## config.mk

```make
export PLATFORM = sky130hd
export DESIGN_NAME = scroll_tick_gen
export DESIGN_NICKNAME = d
export VERILOG_FILES = /design/src/rtl/scroll_tick_gen.sv
export SDC_FILE = /design/constraint.sdc
export NUM_CORES = 1
export LEC_CHECK = 0
export CAP_MARGIN = 20
export CORE_ASPECT_RATIO = 0.9
export CORE_MARGIN = 5
export CORE_UTILIZATION = 55
export DETAILED_ROUTE_END_ITERATION = 16
export PLACE_DENSITY = 0.81
export SYNTH_ARGS = -nofsm -noshare
export SYNTH_HDL_FRONTEND = slang
export SYNTH_SLANG_ARGS = --single-unit
```

## constraint.sdc

```tcl
create_clock -name CLOCK_50 -period 2.15 [get_ports CLOCK_50]
set_input_delay 0.215 -clock CLOCK_50 [delete_from_list [all_inputs] [get_ports CLOCK_50]]
set_output_delay 0.215 -clock CLOCK_50 [all_outputs]
set_load 0.02 [all_outputs]
```

## src/rtl/scroll_tick_gen.sv

```systemverilog
// Scroll rate generator: switch-selected tick rate, debounced pause/step keys.
// Optional step key path is compiled in when SCROLL_STEP_EN is defined.
module scroll_tick_gen #(
  parameter int CLK_HZ          = 50_000_000,
  parameter int DEBOUNCE_CYCLES = 1_000_000
) (
  input  logic       CLOCK_50,
  input  logic       resetn,
  input  logic [1:0] speed_sel,
  input  logic       pause_n,
  input  logic       step_n,
  output logic       tick,
  output logic       running
);

  localparam int PW = $clog2(2 * CLK_HZ);
  localparam int DW = $clog2(DEBOUNCE_CYCLES + 1);

  localparam logic [PW-1:0] P0_LAST = PW'(CLK_HZ - 1);
  localparam logic [PW-1:0] P1_LAST = PW'(CLK_HZ / 2 - 1);
  localparam logic [PW-1:0] P2_LAST = PW'(CLK_HZ / 4 - 1);
  localparam logic [PW-1:0] P3_LAST = PW'(2 * CLK_HZ - 1);
  localparam logic [DW-1:0] DB_LAST = DW'(DEBOUNCE_CYCLES - 1);

  localparam logic [0:0] RUN    = 1'b0;
  localparam logic [0:0] PAUSED = 1'b1;

  logic [1:0] spd_s1;
  logic [1:0] spd_s2;
  logic [1:0] spd_q;
  logic       spd_chg;

  always_ff @(posedge CLOCK_50 or negedge resetn) begin
    if (!resetn) begin
      spd_s1 <= 2'd0;
      spd_s2 <= 2'd0;
      spd_q  <= 2'd0;
    end else begin
      spd_s1 <= speed_sel;
      spd_s2 <= spd_s1;
      spd_q  <= spd_s2;
    end
  end

  assign spd_chg = (spd_s2 != spd_q);

  logic          p_s1;
  logic          p_s2;
  logic          p_acc;
  logic [DW-1:0] p_cnt;
  logic          p_ev;
  logic          p_mis;

  assign p_mis = (p_s2 != p_acc);

  // Event fires on the same edge that acc accepts a low level.
  always_ff @(posedge CLOCK_50 or negedge resetn) begin
    if (!resetn) begin
      p_s1  <= 1'b1;
      p_s2  <= 1'b1;
      p_acc <= 1'b1;
      p_cnt <= '0;
      p_ev  <= 1'b0;
    end else begin
      p_s1 <= pause_n;
      p_s2 <= p_s1;
      p_ev <= p_mis && (p_cnt == DB_LAST) && !p_s2;
      if (!p_mis) begin
        p_cnt <= '0;
      end else if (p_cnt == DB_LAST) begin
        p_cnt <= '0;
        p_acc <= p_s2;
      end else begin
        p_cnt <= p_cnt + DW'(1);
      end
    end
  end

  logic s_ev;

`ifdef SCROLL_STEP_EN
  logic          s_s1;
  logic          s_s2;
  logic          s_acc;
  logic [DW-1:0] s_cnt;
  logic          s_mis;

  assign s_mis = (s_s2 != s_acc);

  always_ff @(posedge CLOCK_50 or negedge resetn) begin
    if (!resetn) begin
      s_s1  <= 1'b1;
      s_s2  <= 1'b1;
      s_acc <= 1'b1;
      s_cnt <= '0;
      s_ev  <= 1'b0;
    end else begin
      s_s1 <= step_n;
      s_s2 <= s_s1;
      s_ev <= s_mis && (s_cnt == DB_LAST) && !s_s2;
      if (!s_mis) begin
        s_cnt <= '0;
      end else if (s_cnt == DB_LAST) begin
        s_cnt <= '0;
        s_acc <= s_s2;
      end else begin
        s_cnt <= s_cnt + DW'(1);
      end
    end
  end
`else
  logic unused_step;
  assign unused_step = step_n;
  assign s_ev = 1'b0;
`endif

  logic [PW-1:0] p_last;
  logic [PW-1:0] pcnt;
  logic [0:0]    state;
  logic          wrap;

  always_comb begin
    p_last = P0_LAST;
    unique case (spd_q)
      2'd0: p_last = P0_LAST;
      2'd1: p_last = P1_LAST;
      2'd2: p_last = P2_LAST;
      2'd3: p_last = P3_LAST;
      default: p_last = P0_LAST;
    endcase
  end

  assign wrap = (pcnt == p_last);

  // Pause beats both a RUN wrap and a simultaneous step.
  always_ff @(posedge CLOCK_50 or negedge resetn) begin
    if (!resetn) begin
      state   <= RUN;
      running <= 1'b1;
      tick    <= 1'b0;
      pcnt    <= '0;
    end else begin
      tick <= 1'b0;
      unique case (state)
        RUN: begin
          if (p_ev) begin
            state   <= PAUSED;
            running <= 1'b0;
            pcnt    <= '0;
          end else if (spd_chg) begin
            pcnt <= '0;
          end else if (wrap) begin
            pcnt <= '0;
            tick <= 1'b1;
          end else begin
            pcnt <= pcnt + PW'(1);
          end
        end
        PAUSED: begin
          pcnt <= '0;
          if (p_ev) begin
            state   <= RUN;
            running <= 1'b1;
          end else if (s_ev) begin
            tick <= 1'b1;
          end
        end
        default: begin
          state   <= RUN;
          running <= 1'b1;
          pcnt    <= '0;
        end
      endcase
    end
  end

endmodule

```

[Yosys cells after proc, flatten, opt, wreduce, memory -nomap -nowiden]
Cells that the tools add are included.
Word-level totals
  register bits: 60
  input bits: 6
  output and inout port bits: 2
  logic and storage cells: 47
Cells by class
  $add $sub $neg: 2
  equal/unequal tests: 9
  mux-type cells: 17
  bitwise gates (word level): 1
  reduce and logical (&&, ||, !) cells: 6
Operators by type and width (number)
  case mux 27 bit (4 select lines): 1
  2-to-1 mux 27 bit: 3
  case mux 27 bit (2 select lines): 1
  2-to-1 mux 20 bit: 2
  adder 27 x 1 -> 27 bit, second input constant: 1
  equality test 27 bit: 1
  adder 20 x 1 -> 20 bit, second input constant: 1
  equality test 20 bit, second input constant: 1
  2-to-1 mux 1 bit: 7
  case mux 1 bit (2 select lines): 3
  equality test 2 bit, second input constant: 2
  != test 2 bit, second input constant: 2
  AND reduction 2 bit: 2
  equality test 2 x 1 -> 1 bit, second input constant: 1
  logical AND 1 bit: 2
  logical NOT 2 bit: 1
  != test 2 bit: 1
  logical NOT 1 bit: 1
  != test 1 bit: 1
  inverter 1 bit: 1

[Depth between registers and ports, before layout]
  depth in word-level cells: 7
  depth in mapped cells: 8
  depth with buffers taken out: 7

[Least setup slack after synthesis]
OpenSTA, ideal clock, no wires.
  path kind: register -> register
  start point: reg spd_q[0]
  end point: reg pcnt[7]
  setup time: 0.119 ns
  arrival time: 1.968 ns
  required time: 2.031 ns
  path slack: 0.064 ns
  stages on the path, launching flop included: 7
  buffers on the path: 1
  clock period less this slack: 2.086 ns
  cells stage by stage: dfrtp_1 ha_1 or4_4 a2111oi_2 a31o_4 buf_6 nor2_1
Between the ends
  longest elaborated chain between the ends: 7
  elaborated cells on any way between the ends: 11
  those cells by class: 5 x eq/ne; 5 x mux; 1 x reduce/logical
Ends and longest elaborated chain
  start, declared: line 30  | logic [1:0] spd_q;
  start signal, assigned: line 41  | spd_q <= spd_s2;
  equality test 2 bit, or another cell as far along: line 124  | unique case (spd_q)
  case mux 27 bit (4 select lines): line 124
  equality test 27 bit: line 133  | assign wrap = (pcnt == p_last);
  2-to-1 mux 27 bit: line 152  | end else if (wrap) begin
  2-to-1 mux 27 bit *: line 150  | end else if (spd_chg) begin
  2-to-1 mux 27 bit *: line 146  | if (p_ev) begin
  case mux 27 bit (2 select lines) *: line 144  | unique case (state)
  end signal, assigned: line 156  | pcnt <= pcnt + PW'(1);
  end, declared: line 118  | logic [PW-1:0] pcnt;
Every way passes the cells marked *; elsewhere a longest branch is shown, timed or not. The select of a mux whose other input is x is not followed.
A chain may end at the register's enable or synchronous reset.

[Worst setup path in the final report]
  start point: reg spd_q[1]
  end point: reg pcnt[26]
The elaborated chain is that of the path after synthesis.

==> impl_results.md <==
- DIE WIDTH: just under 90 µm
- Via-per-instance ratio: about 5.7
- CP Cell Sequence: inv_2 -> ha_2 -> buf_4 -> nor3b_2 -> o211ai_1 -> a2111oi_4 -> buf_6 -> a31o_4 -> nor2_1
- Minimum clock period: around 2100 ps
- Status: completed
- Port Buffers: 6
- H-tree depth: 3
- Fin crit share: 97.8%
- Cell Pwr Density: around 660 nW/µm²
- Average cell area after synthesis: 10.2 µm²
- Drt initial violations: slightly above 200
- Type of the most critical hold path: primary input to flop
- Slew @ Worst Pin: approximately 720 ps
- Final Hold Vio Count: 0
- Critical path capture point type: flop
- Hpwl dp: just under 4000 µm
- Post-route DRC: 0
- Pre-CTS setup slack: -69.9 ps
- Initial antenna violation count: 0
- Critical Path RT: 2380 ps
- Critical path type: flop to flop
- Clock skew: approximately 8.1 ps
- Nets: 336
- Worst-case hold slack: ~270 ps
- Primary FF master, synth: dfrtp_1
- Reg power frac: about half
- Routed vias: between 2000 and 2500
- Distinct cell type count after synthesis: 37
- Most numerous cell in the Yosys netlist: nor2_1
- Crit-path slowest cell: dfrtp_1
- Num ports: 8
- Pin count of the biggest net entering global routing: 33
- Top-area cell type share of the netlist area: 47.3%
- Mapped Area: roughly 3000 µm²
- Clock Latency Late Sink: between 300 and 400 ps
- Startpoint types: flop
- First-pass GRT wire length: 10500 µm
- Overall power: around 2300 µW
- Fin util: 66.5%
- Root buffer cell: clkbuf_8
- Sequential fraction of the synthesis area: between 50% and 60%
- Clock power share: around 44%
- Aggregate global-route resource usage: between 10% and 20%
- Worst Path Max Fanout: 6
- Fin Setup TNS: 0 ps
- Initial core utilization: between 50% and 60%
- Cells after synthesis: around 290
- Most area-hungry cell type in the Yosys netlist: dfrtp_1
- Slew margin rel.: roughly half
- Asr flop ratio synth: 100%
- CTS tree: done
- WL per Instance: ~16 µm
- FP Rows: 25
- Clock Pin Slew Worst Setup and Hold Paths: about 70 ps
- Post-route setup slack: ~48 ps
- Vias in the first global route: 2268
- Maximum VDD drop: approximately 460 µV
- Comb pwr share: 5.7%
- Worst path max stage delay: roughly 420 ps
- Largest cells by area after synthesis: dfrtp_1 (47%), xor2_1 (9.5%), nor2_1 (7.6%), xnor2_1 (4.1%), ha_1 (3.8%)
- Synth cell count leaders: nor2_1 (60), dfrtp_1 (56), xor2_1 (32), nand3_1 (20), nand2_1 (18)
- Final WL: between 6000 and 7000 µm
- Max Slew Vio Count: 0
- Pleak: between 0.001 and 0.0015 µW
- Critical path arrival: between 2000 and 2500 ps
- Max-Cap Viols: 0
- Int Pwr: 1740 µW
- Number of synthesized flops with an enable pin: 0
- Synth Register Bits: 60
- First-pass DRT Iterations: 4
- RD Place Congestion: 0.853
- Area grow syn2layout: 17.8%
- Share of cells above drive strength 1: between 15 and 20%
- Max Fclk: 476 MHz
- CORE AREA: between 5000 and 6000 µm²
- Die H: between 70 and 80 µm
- Mapped Nets: between 300 and 400
- GRT overflow: 0
- Antenna viol nets, final: 0
- Final Setup Violations: 0
- Antenna cells: 0
- Full die area: a little under 7000 µm²
- Fillers: 410
- P_sw: 571 µW
- Switching Share: about a quarter
- CTS Buf Count: 9
- Synth warn: 0
- Clock tree buffer depth: 2
- Sink Count: 60
through the flow:
stage / std cells / cell area [µm²]
floorplan: 291 / 2960
global placement: 372 / 3170
detailed placement: 372 / 3170
CTS: 391 / 3410
global route: 393 / 3490
finish: 393 / 3490
cell usage in the layout, fill, tap and decap left out, types with 7 or more instances in the layout:
cell type / synthesis / final
inv_1: 9 / 8
nand3_1: 20 / 20
buf_4: 0 / 12
xnor2_1: 14 / 14
xor2_1: 32 / 32
and3_1: 7 / 7
nand2_1: 18 / 18
ha_1: 9 / 7
nand4_1: 16 / 16
nor2_1: 60 / 58
clkbuf_8: 0 / 9
dfrtp_1: 56 / 56
layout make-up:
type / instances / area [µm²] / share of cell area [%]
Multi-Input combinational cell: 220 / 1480 / 42.4
Timing Repair Buffer: 21 / 186 / 5.34
Sequential cell: 60 / 1510 / 43.1
Inverter: 9 / 33.8 / 0.967
Clock buffer: 9 / 124 / 3.55
Clock inverter: 7 / 76.3 / 2.19
Tap cell: 67 / 83.8 / 2.40
repair_timing:
item | in CTS | in global routing
endpoints found under the setup margin | 24 | 25
buffers inserted | 0 | 1
hold endpoints to repair | 27 | 0
hold buffers | 1 | 0
resized for setup | 3 | 12
cloned | 2 | 1
pin swaps | 2 | 4
final timing paths:
check / cells after the start / start / slack [ps] / endpoint
hold reg to reg: 0 / spd_s1[0] / 340 / spd_s2[0]
setup reg to reg: 9 / spd_q[1] / 50 / pcnt[26]
max in group asynchronous: 3 / resetn / 1070 / pcnt[1]
hold / removal: 1 / pause_n / 270 / p_s1
min in group asynchronous: 2 / resetn / 470 / p_cnt[13]
setup / recovery: 9 / spd_q[1] / 50 / pcnt[26]
cells by family (layout without fill, tap and decap cells):
logic type               count (synthesis)  after routing  synth area share, %
AO/OA/AOI/OAI                           10             13                 3.00
adder cells (fa/ha/maj)                  9              9                 3.80
multiplexers                             2              2                0.718
flip-flops                              60             60                 50.8
XOR/XNOR                                46             46                 13.6
buffers and inverters                   14             46                 2.53
AND/OR/NAND/NOR                        150            150                 25.5
critical path, delay by kind of cell, from the launching register on:
kind            cells  cell delay, ps
flops               1             420
buf+inv             3             380
fa+ha+maj           1             170
compound gates      3             770
simple gates        2             240
per-layer routing:
metal	up-vias	GRT usage (%)	wire [µm]
li1	1063	-	-
met1	1089	25.1	2760
met2	79	30.0	2880
met3	19	7.02	395
met4	0	7.82	163
met5	-	0	0
registers in the layout, indices dropped and copies added (netlist names):
signal,count
pcnt,27
p_cnt,20
spd_q,2
spd_s1,2
spd_s2,2
p_acc,1
p_ev,1
p_s1,1
p_s2,1
running,1
state,1
tick,1
power by group through the flow:
stage          clock, µW  sequential [µW]  combinational [µW]
6_report            1020             1160                 132
5_1_grt             1090             1160                 148
4_1_cts             1030             1160                 119
3_5_place_dp           0             1180                 109
3_3_place_gp           0             1180                 106
2_1_floorplan          0             1180                58.3
Note: power is estimated with default switching activity, not from simulation.
